File: config.mk
export PLATFORM = sky130hd
export DESIGN_NAME = forward_hist
export DESIGN_NICKNAME = d
export VERILOG_FILES = /design/src/rtl/forward_hist_pkg.sv /design/src/rtl/forward_hist_mux.sv /design/src/rtl/forward_hist.sv
export SDC_FILE = /design/constraint.sdc
export NUM_CORES = 1
export LEC_CHECK = 0
export CORE_UTILIZATION = 30
export DETAILED_ROUTE_END_ITERATION = 8
export SYNTH_ARGS = -nofsm -noshare
export SYNTH_HDL_FRONTEND = slang
export SYNTH_SLANG_ARGS = --single-unit
File: constraint.sdc
create_clock -name clk -period 2.4 [get_ports clk]
set_input_delay 0.24 -clock clk [delete_from_list [all_inputs] [get_ports clk]]
set_output_delay 0.24 -clock clk [all_outputs]
set_load 0.02 [all_outputs]
File: src/rtl/forward_hist_pkg.sv
// forward_hist_pkg: shared widths and zero-register index for the forwarding,
// register-file and hazard logic.
package forward_hist_pkg;

   localparam int DATA_W_DEF = 32;
   localparam int REG_W_DEF  = 5;
   localparam int ZERO_IDX   = 0;

endpackage : forward_hist_pkg

File: src/rtl/forward_hist_mux.sv
// forward_hist_mux: single read-port priority resolver.
// Order: zero register, writeback bus, youngest valid history entry, register file.
module forward_hist_mux
   import forward_hist_pkg::*;
#(
   parameter int DATA_W   = DATA_W_DEF,
   parameter int REG_W    = REG_W_DEF,
   parameter int DEPTH    = 2,
   parameter int ZERO_REG = 1
) (
   input  logic [REG_W-1:0]        rd_addr,
   input  logic [DATA_W-1:0]       rf_data,
   input  logic                    wb_valid,
   input  logic [REG_W-1:0]        wb_addr,
   input  logic [DATA_W-1:0]       wb_data,
   input  logic [DEPTH-1:0]        hist_v,
   input  logic [DEPTH*REG_W-1:0]  hist_addr,
   input  logic [DEPTH*DATA_W-1:0] hist_data,
   output logic [DATA_W-1:0]       fwd_data,
   output logic                    fwd_hit
);

   logic              hist_found_s;
   logic [DATA_W-1:0] hist_sel_s;
   logic              is_zero_s;

   // Find the youngest valid history entry matching the read address.
   always_comb begin
      hist_found_s = 1'b0;
      hist_sel_s   = '0;
      for (int i = 0; i < DEPTH; i++) begin
         if (!hist_found_s && hist_v[i] &&
             (hist_addr[i*REG_W +: REG_W] == rd_addr)) begin
            hist_found_s = 1'b1;
            hist_sel_s   = hist_data[i*DATA_W +: DATA_W];
         end else begin
            hist_found_s = hist_found_s;
         end
      end
   end

   // Apply the full priority chain; the zero register shadows everything.
   always_comb begin
      is_zero_s = (ZERO_REG != 0) && (rd_addr == REG_W'(ZERO_IDX));
      fwd_data  = rf_data;
      fwd_hit   = 1'b0;
      if (is_zero_s) begin
         fwd_data = '0;
         fwd_hit  = 1'b0;
      end else if (wb_valid && (wb_addr == rd_addr)) begin
         fwd_data = wb_data;
         fwd_hit  = 1'b1;
      end else if (hist_found_s) begin
         fwd_data = hist_sel_s;
         fwd_hit  = 1'b1;
      end else begin
         fwd_data = rf_data;
         fwd_hit  = 1'b0;
      end
   end

endmodule : forward_hist_mux

File: src/rtl/forward_hist.sv
// forward_hist: multi-port register forwarding from the writeback bus plus a
// DEPTH-entry history of retired writes, with load-use stall detection.
module forward_hist
   import forward_hist_pkg::*;
#(
   parameter int DATA_W   = DATA_W_DEF,
   parameter int REG_W    = REG_W_DEF,
   parameter int NUM_RD   = 2,
   parameter int DEPTH    = 2,
   parameter int ZERO_REG = 1
) (
   input  logic                     clk,
   input  logic                     rst,
   input  logic [NUM_RD*REG_W-1:0]  rd_addr,
   input  logic [NUM_RD*DATA_W-1:0] rf_data,
   input  logic                     wb_valid,
   input  logic [REG_W-1:0]         wb_addr,
   input  logic [DATA_W-1:0]        wb_data,
   input  logic                     ex_load,
   input  logic [REG_W-1:0]         ex_addr,
   output logic [NUM_RD*DATA_W-1:0] fwd_data,
   output logic [NUM_RD-1:0]        fwd_hit,
   output logic                     stall_req
);

   logic [DEPTH-1:0]        hist_v_q,    hist_v_d;
   logic [DEPTH*REG_W-1:0]  hist_addr_q, hist_addr_d;
   logic [DEPTH*DATA_W-1:0] hist_data_q, hist_data_d;
   logic                    wb_is_zero_s;
   logic                    ld_match_s;
   logic                    ex_is_zero_s;

   // Next history: bus write enters entry 0, older entries shift down.
   always_comb begin
      wb_is_zero_s = (ZERO_REG != 0) && (wb_addr == REG_W'(ZERO_IDX));
      hist_v_d     = hist_v_q;
      hist_addr_d  = hist_addr_q;
      hist_data_d  = hist_data_q;
      hist_v_d[0]                = wb_valid && !wb_is_zero_s;
      hist_addr_d[REG_W-1:0]     = wb_addr;
      hist_data_d[DATA_W-1:0]    = wb_data;
      for (int i = 1; i < DEPTH; i++) begin
         hist_v_d[i]                  = hist_v_q[i-1];
         hist_addr_d[i*REG_W +: REG_W]   = hist_addr_q[(i-1)*REG_W +: REG_W];
         hist_data_d[i*DATA_W +: DATA_W] = hist_data_q[(i-1)*DATA_W +: DATA_W];
      end
   end

   // History registers; reset only invalidates, address/data are don't-care.
   always_ff @(posedge clk) begin
      if (rst) begin
         hist_v_q    <= '0;
         hist_addr_q <= hist_addr_q;
         hist_data_q <= hist_data_q;
      end else begin
         hist_v_q    <= hist_v_d;
         hist_addr_q <= hist_addr_d;
         hist_data_q <= hist_data_d;
      end
   end

   // One priority resolver per read port.
   for (genvar p = 0; p < NUM_RD; p++) begin : g_port
      forward_hist_mux #(
         .DATA_W   (DATA_W),
         .REG_W    (REG_W),
         .DEPTH    (DEPTH),
         .ZERO_REG (ZERO_REG)
      ) u_mux (
         .rd_addr   (rd_addr[p*REG_W +: REG_W]),
         .rf_data   (rf_data[p*DATA_W +: DATA_W]),
         .wb_valid  (wb_valid),
         .wb_addr   (wb_addr),
         .wb_data   (wb_data),
         .hist_v    (hist_v_q),
         .hist_addr (hist_addr_q),
         .hist_data (hist_data_q),
         .fwd_data  (fwd_data[p*DATA_W +: DATA_W]),
         .fwd_hit   (fwd_hit[p])
      );
   end

   // Load-use hazard: any port reading the destination of a load in execute.
   always_comb begin
      ld_match_s   = 1'b0;
      ex_is_zero_s = (ZERO_REG != 0) && (ex_addr == REG_W'(ZERO_IDX));
      for (int p = 0; p < NUM_RD; p++) begin
         if (rd_addr[p*REG_W +: REG_W] == ex_addr) begin
            ld_match_s = 1'b1;
         end else begin
            ld_match_s = ld_match_s;
         end
      end
      stall_req = ex_load && !ex_is_zero_s && ld_match_s;
   end

endmodule : forward_hist

; ---- Yosys cells after proc, flatten, opt, wreduce, memory -nomap -nowiden
; Cells that the tools add are included.
; Widths: inputs -> output; s select.
[word_totals]
out_inout_bits = 67
rom_bits = 0
reg_bits = 76
in_bits = 120
n_memories = 0
latch_bits = 0
mem_bits_rw = 0
wordCells = 52
[classes]
reduce_logical = 19
n_bitwise = 0
div = 0
mux = 22
shift = 0
n_lt_le_gt_ge = 0
multipliers = 0
n_eq_ne = 8
add_sub_neg = 0
[op_table]
columns = operator, n
row1 = $mux 32, 10
row2 = $eq 5x5->1, 8
row3 = $logic_not 5->1, 4
row4 = $mux 1, 12
row5 = $logic_and 1x1->1, 11
row6 = $logic_not 1->1, 4

; ---- Logic depth before layout (Yosys ltp)
[logic_depth]
word_depth = 10
mapped_depth = 9
mapped_depth_nobuf = 5

; ---- Hierarchy
; A second synthesis with hierarchy kept.
[unflattened]
cells_unflattened = 443
hier_area_um2 = 5293.8
[modules_own_cells]
columns = mod, instances, seq_area_each_um2, cells_each, area_per_inst_um2
row1 = forward_hist_mux, 2, 0.0, 173, 1440.1
row2 = forward_hist, 1, 2262.2, 97, 2413.6

; ---- Least setup slack after synthesis
; OpenSTA, ideal clock, no wires.
[synth_timing]
kind = in2reg
startpoint = input rst
endpoint = register hist_addr_q[0], enable pin
path_slack_ns = 0.283
n_path_buf = 0
cell_stages = 1
setup_time_ns = 0.428
arrival_time_ns = 1.688
t_required_ns = 1.972
path_cell_list = inv_1
[synth_rtl]
columns = element, line_no
row1 = "start, declared", forward_hist.sv:13  ; input logic rst,
row2 = "end signal, assigned", forward_hist.sv:53  ; hist_addr_q <= hist_addr_q;
row3 = "end signal, assigned", forward_hist.sv:57  ; hist_addr_q <= hist_addr_d;
row4 = "end, declared", forward_hist.sv:27  ; logic [DEPTH*REG_W-1:0] hist_addr_q, hist_addr_d;
; No word-level cell between the ends.

; ---- Worst setup path in the final report
[layout_timing]
startpoint = register hist_addr_q[2]
endpoint = output fwd_data[20]
[layout_via]
elab_chain_cells = 10
elab_cells_between_ends = 12
cone_classes = 1 x eq/ne / 7 x mux / 4 x reduce/logical
[layout_lines]
columns = element, line_no
row1 = $eq 5x5->1 *, forward_hist_mux.sv:33  ; (hist_addr[i*REG_W +: REG_W] == rd_addr)) begin
row2 = $logic_and 1x1->1 *, forward_hist_mux.sv:32  ; if (!hist_found_s && hist_v[i] &&
row3 = $mux 1, forward_hist_mux.sv:32
row4 = $logic_not 1->1, forward_hist_mux.sv:32
row5 = $logic_and 1x1->1 (2 in a row), forward_hist_mux.sv:32
row6 = $mux 32 or $mux 1 (tied branches), forward_hist_mux.sv:32
row7 = $mux 32 *, forward_hist_mux.sv:53  ; end else if (hist_found_s) begin
row8 = $mux 32 *, forward_hist_mux.sv:50  ; end else if (wb_valid && (wb_addr == rd_addr)) begin
row9 = $mux 32 *, forward_hist_mux.sv:47  ; if (is_zero_s) begin
row10 = "end, declared", forward_hist.sv:21  ; output logic [NUM_RD*DATA_W-1:0] fwd_data,
; Every way passes the cells marked *; elsewhere a longest branch is shown, timed or not.

==> results.json <==
{
  "grtUsageTotal_pct": 21.4,
  "cpPeakStageDelay_ps": 450,
  "maxCapViolCount": 0,
  "netlist_area_mm2": 0.00532,
  "clock_path_buffers": 2,
  "finalCriticalPeriod_ps": 2570,
  "wl_per_cell_um": 22.2,
  "post-synth-top-area-cell": "edfxtp_1",
  "grt_max_degree": 52,
  "path_clk_slew_ps": 60,
  "holdCritStartpoint": "hist_data_q[22]",
  "finalSetupViolations": 65,
  "h-tree-depth": 3,
  "cts_tree": "yes",
  "cts_buffers": 9,
  "endpoint": "fwd_data[20]",
  "place_congestion": 0.838,
  "ys_ff_latch": 76,
  "violations": "setup timing",
  "crit_buf_inv": 2,
  "powerDensity_mw_per_mm2": 448,
  "min_path_type": "reg2reg",
  "synth_nets": 594,
  "grt_pass1_vias": 5042,
  "synth_area_leaders": "edfxtp_1, o211ai_2, mux2i_1, nand4_1, nand3_1",
  "syn_to_final_growth_pct": 64.4,
  "synth_cell_type_count": 27,
  "fp.dieW_um": 135,
  "status": "finished, violations left",
  "diodes": 0,
  "synth_cells": 474,
  "post-route-util_pct": 50.6,
  "hpwl_um": 12400,
  "multi_input_area_mm2": 0.00306,
  "p_leak_nw": 3.25,
  "crit_family": "simple AND/OR/NAND/NOR gates",
  "setup_tns_ps": -7730,
  "fillers": 1546,
  "max_slew_margin_pct": 53.9,
  "postCtsHoldBufs": 0,
  "regArea_mm2": 0.00226,
  "place_ws_ps": -671,
  "fin_nets": 793,
  "initial_core_util_pct": 30.7,
  "slew_viol_final": 0,
  "hold_viol": 0,
  "end_kind": "primary output",
  "slowest_stage": "edfxtp_1",
  "antenna_found_initial": 0,
  "ir_worst_vdd_uv": 363,
  "cp_cell_sequence": "xor2_1, nor4_2, and3_4, or3_4, clkbuf_16, o211ai_2, buf_6",
  "power.total_mw": 3.92,
  "first_pass_iters": 5,
  "cp-start-kind": "flop",
  "core-area_mm2": 0.0173,
  "crit_required_ps": 2160,
  "drt_iter0_markers": 321,
  "worst_pin_slew_ps": 692,
  "cp.depth": 7,
  "synth_top_area_share_pct": 41.8,
  "clock_sinks": 76,
  "synth.most_common_cell": "edfxtp_1",
  "port-buffer-count": 186,
  "synthTopCellsByCount": "edfxtp_1, nand3_1, nand4_1",
  "cts-root-buf": "clkbuf_16",
  "syn_avg_cell_area_um2": 11.2,
  "fin_skew_ps": 2.75,
  "cp.arrival_ps": 2330,
  "cp_max_fo": 5,
  "clock.fmax_mhz": 388,
  "r2r-end": "hist_addr_q[7]",
  "grt_first_pass_wirelength_um": 29100,
  "die_h_um": 135,
  "r2r-start": "hist_addr_q[2]",
  "drt-total-wl_um": 20100,
  "antenna_left": 0,
  "insertion_delay_ps": 340,
  "vias": 5001,
  "via_per_inst": 5.54,
  "drive_above_1_share_pct": 35.3,
  "overflow": 0,
  "seq_area_frac_synth_pct": 42.5,
  "crit_start": "hist_addr_q[2]",
  "crit_type": "reg2out",
  "yosys_warnings": 0,
  "rows": 48,
  "r2r_slack_ps": 1550,
  "setup_ws_ps": -175,
  "r2r_cells": 1,
  "synth_ff_type": "edfxtp_1",
  "ios": 187,
  "dieArea_mm2": 0.0183,
  "synthArstFlopShare_pct": 0,
  "synth_edf_count": 74,
  "fin_crit_sh_pct": 107,
  "remaining_drc_errors": 0,
  "rsz0062_at_grt": "true"
}
-- where the power goes --
group	total (mW)	switching, mW	internal (mW)	leakage, nW
clock	1.22	0.535	0.685	0.130
combinational	1.05	0.478	0.572	2.38
sequential	1.65	0.0738	1.57	0.741
-- timing repair --
action	CTS	global route
endpoints found under the setup margin	67	67
pin swaps	26	34
resized for setup	401	81
setup buffers	7	1
endpoints found under the hold margin	0	0
cloned	8	4
-- placed cells by master (no fill, tap or decap), types with 4 or more instances in the layout --
cell type	netlist	final
nand3_1	67	66
mux2i_4	0	11
buf_12	0	20
dlygate4sd2_1	0	5
buf_6	8	66
o211ai_2	60	50
xnor2_1	18	18
mux2i_2	0	11
nor2_1	6	4
clkdlybuf4s50_1	0	113
mux2i_1	64	42
nor3_1	5	4
edfxtp_1	74	74
buf_16	0	7
xor2_1	22	22
clkbuf_16	0	13
o211ai_4	0	10
buf_4	11	31
nand4_1	66	66
clkinv_2	0	4
o211ai_1	4	4
-- registers in the layout, indices dropped and copies added, names as in the netlist --
name         count
hist_addr_q     10
hist_data_q     64
hist_v_q         2
-- area by class of cell --
| type | instances | area share (%) |
|---|---|---|
| Tap cell | 225 | 3.22 |
| Clock buffer | 9 | 2.58 |
| Multi-Input combinational cell | 336 | 34.9 |
| Inverter | 1 | 0.0572 |
| Sequential cell | 76 | 25.9 |
| Timing Repair Buffer | 249 | 33.0 |
| Clock inverter | 6 | 0.358 |
-- logic make-up after synthesis --
family	Yosys count	share of synthesized area (%)
buf+inv	62	6.52
xor+xnor	40	6.59
simple gates	164	17.2
mux	64	12.0
compound gates	68	15.2
flops	76	42.5
-- per-layer routing --
layer  GRT usage [%]  part of all wire, %  up-vias
met3            4.90                  7.4       30
met4            8.30                  2.0        0
met5               0                    0        -
met1            27.6                   42     2458
met2            34.5                   48      234
li1                -                    -     2279
-- worst min path at each step --
stage,cells after the start,end
2_1_floorplan,1,hist_v_q[1]
3_3_place_gp,0,hist_data_q[56]
3_5_place_dp,0,hist_data_q[49]
4_1_cts,0,hist_data_q[35]
5_1_grt,0,hist_data_q[54]
6_report,0,hist_data_q[54]
-- metrics by stage --
step,cells,cell area (um^2),hold slack (ps)
after floorplan,474,5320,312
after global placement,868,7660,454
after detailed placement,868,7660,462
after CTS,898,8280,477
after global routing,902,8740,490
final,902,8740,481
No activity file was read; power rests on OpenSTA's default activity.
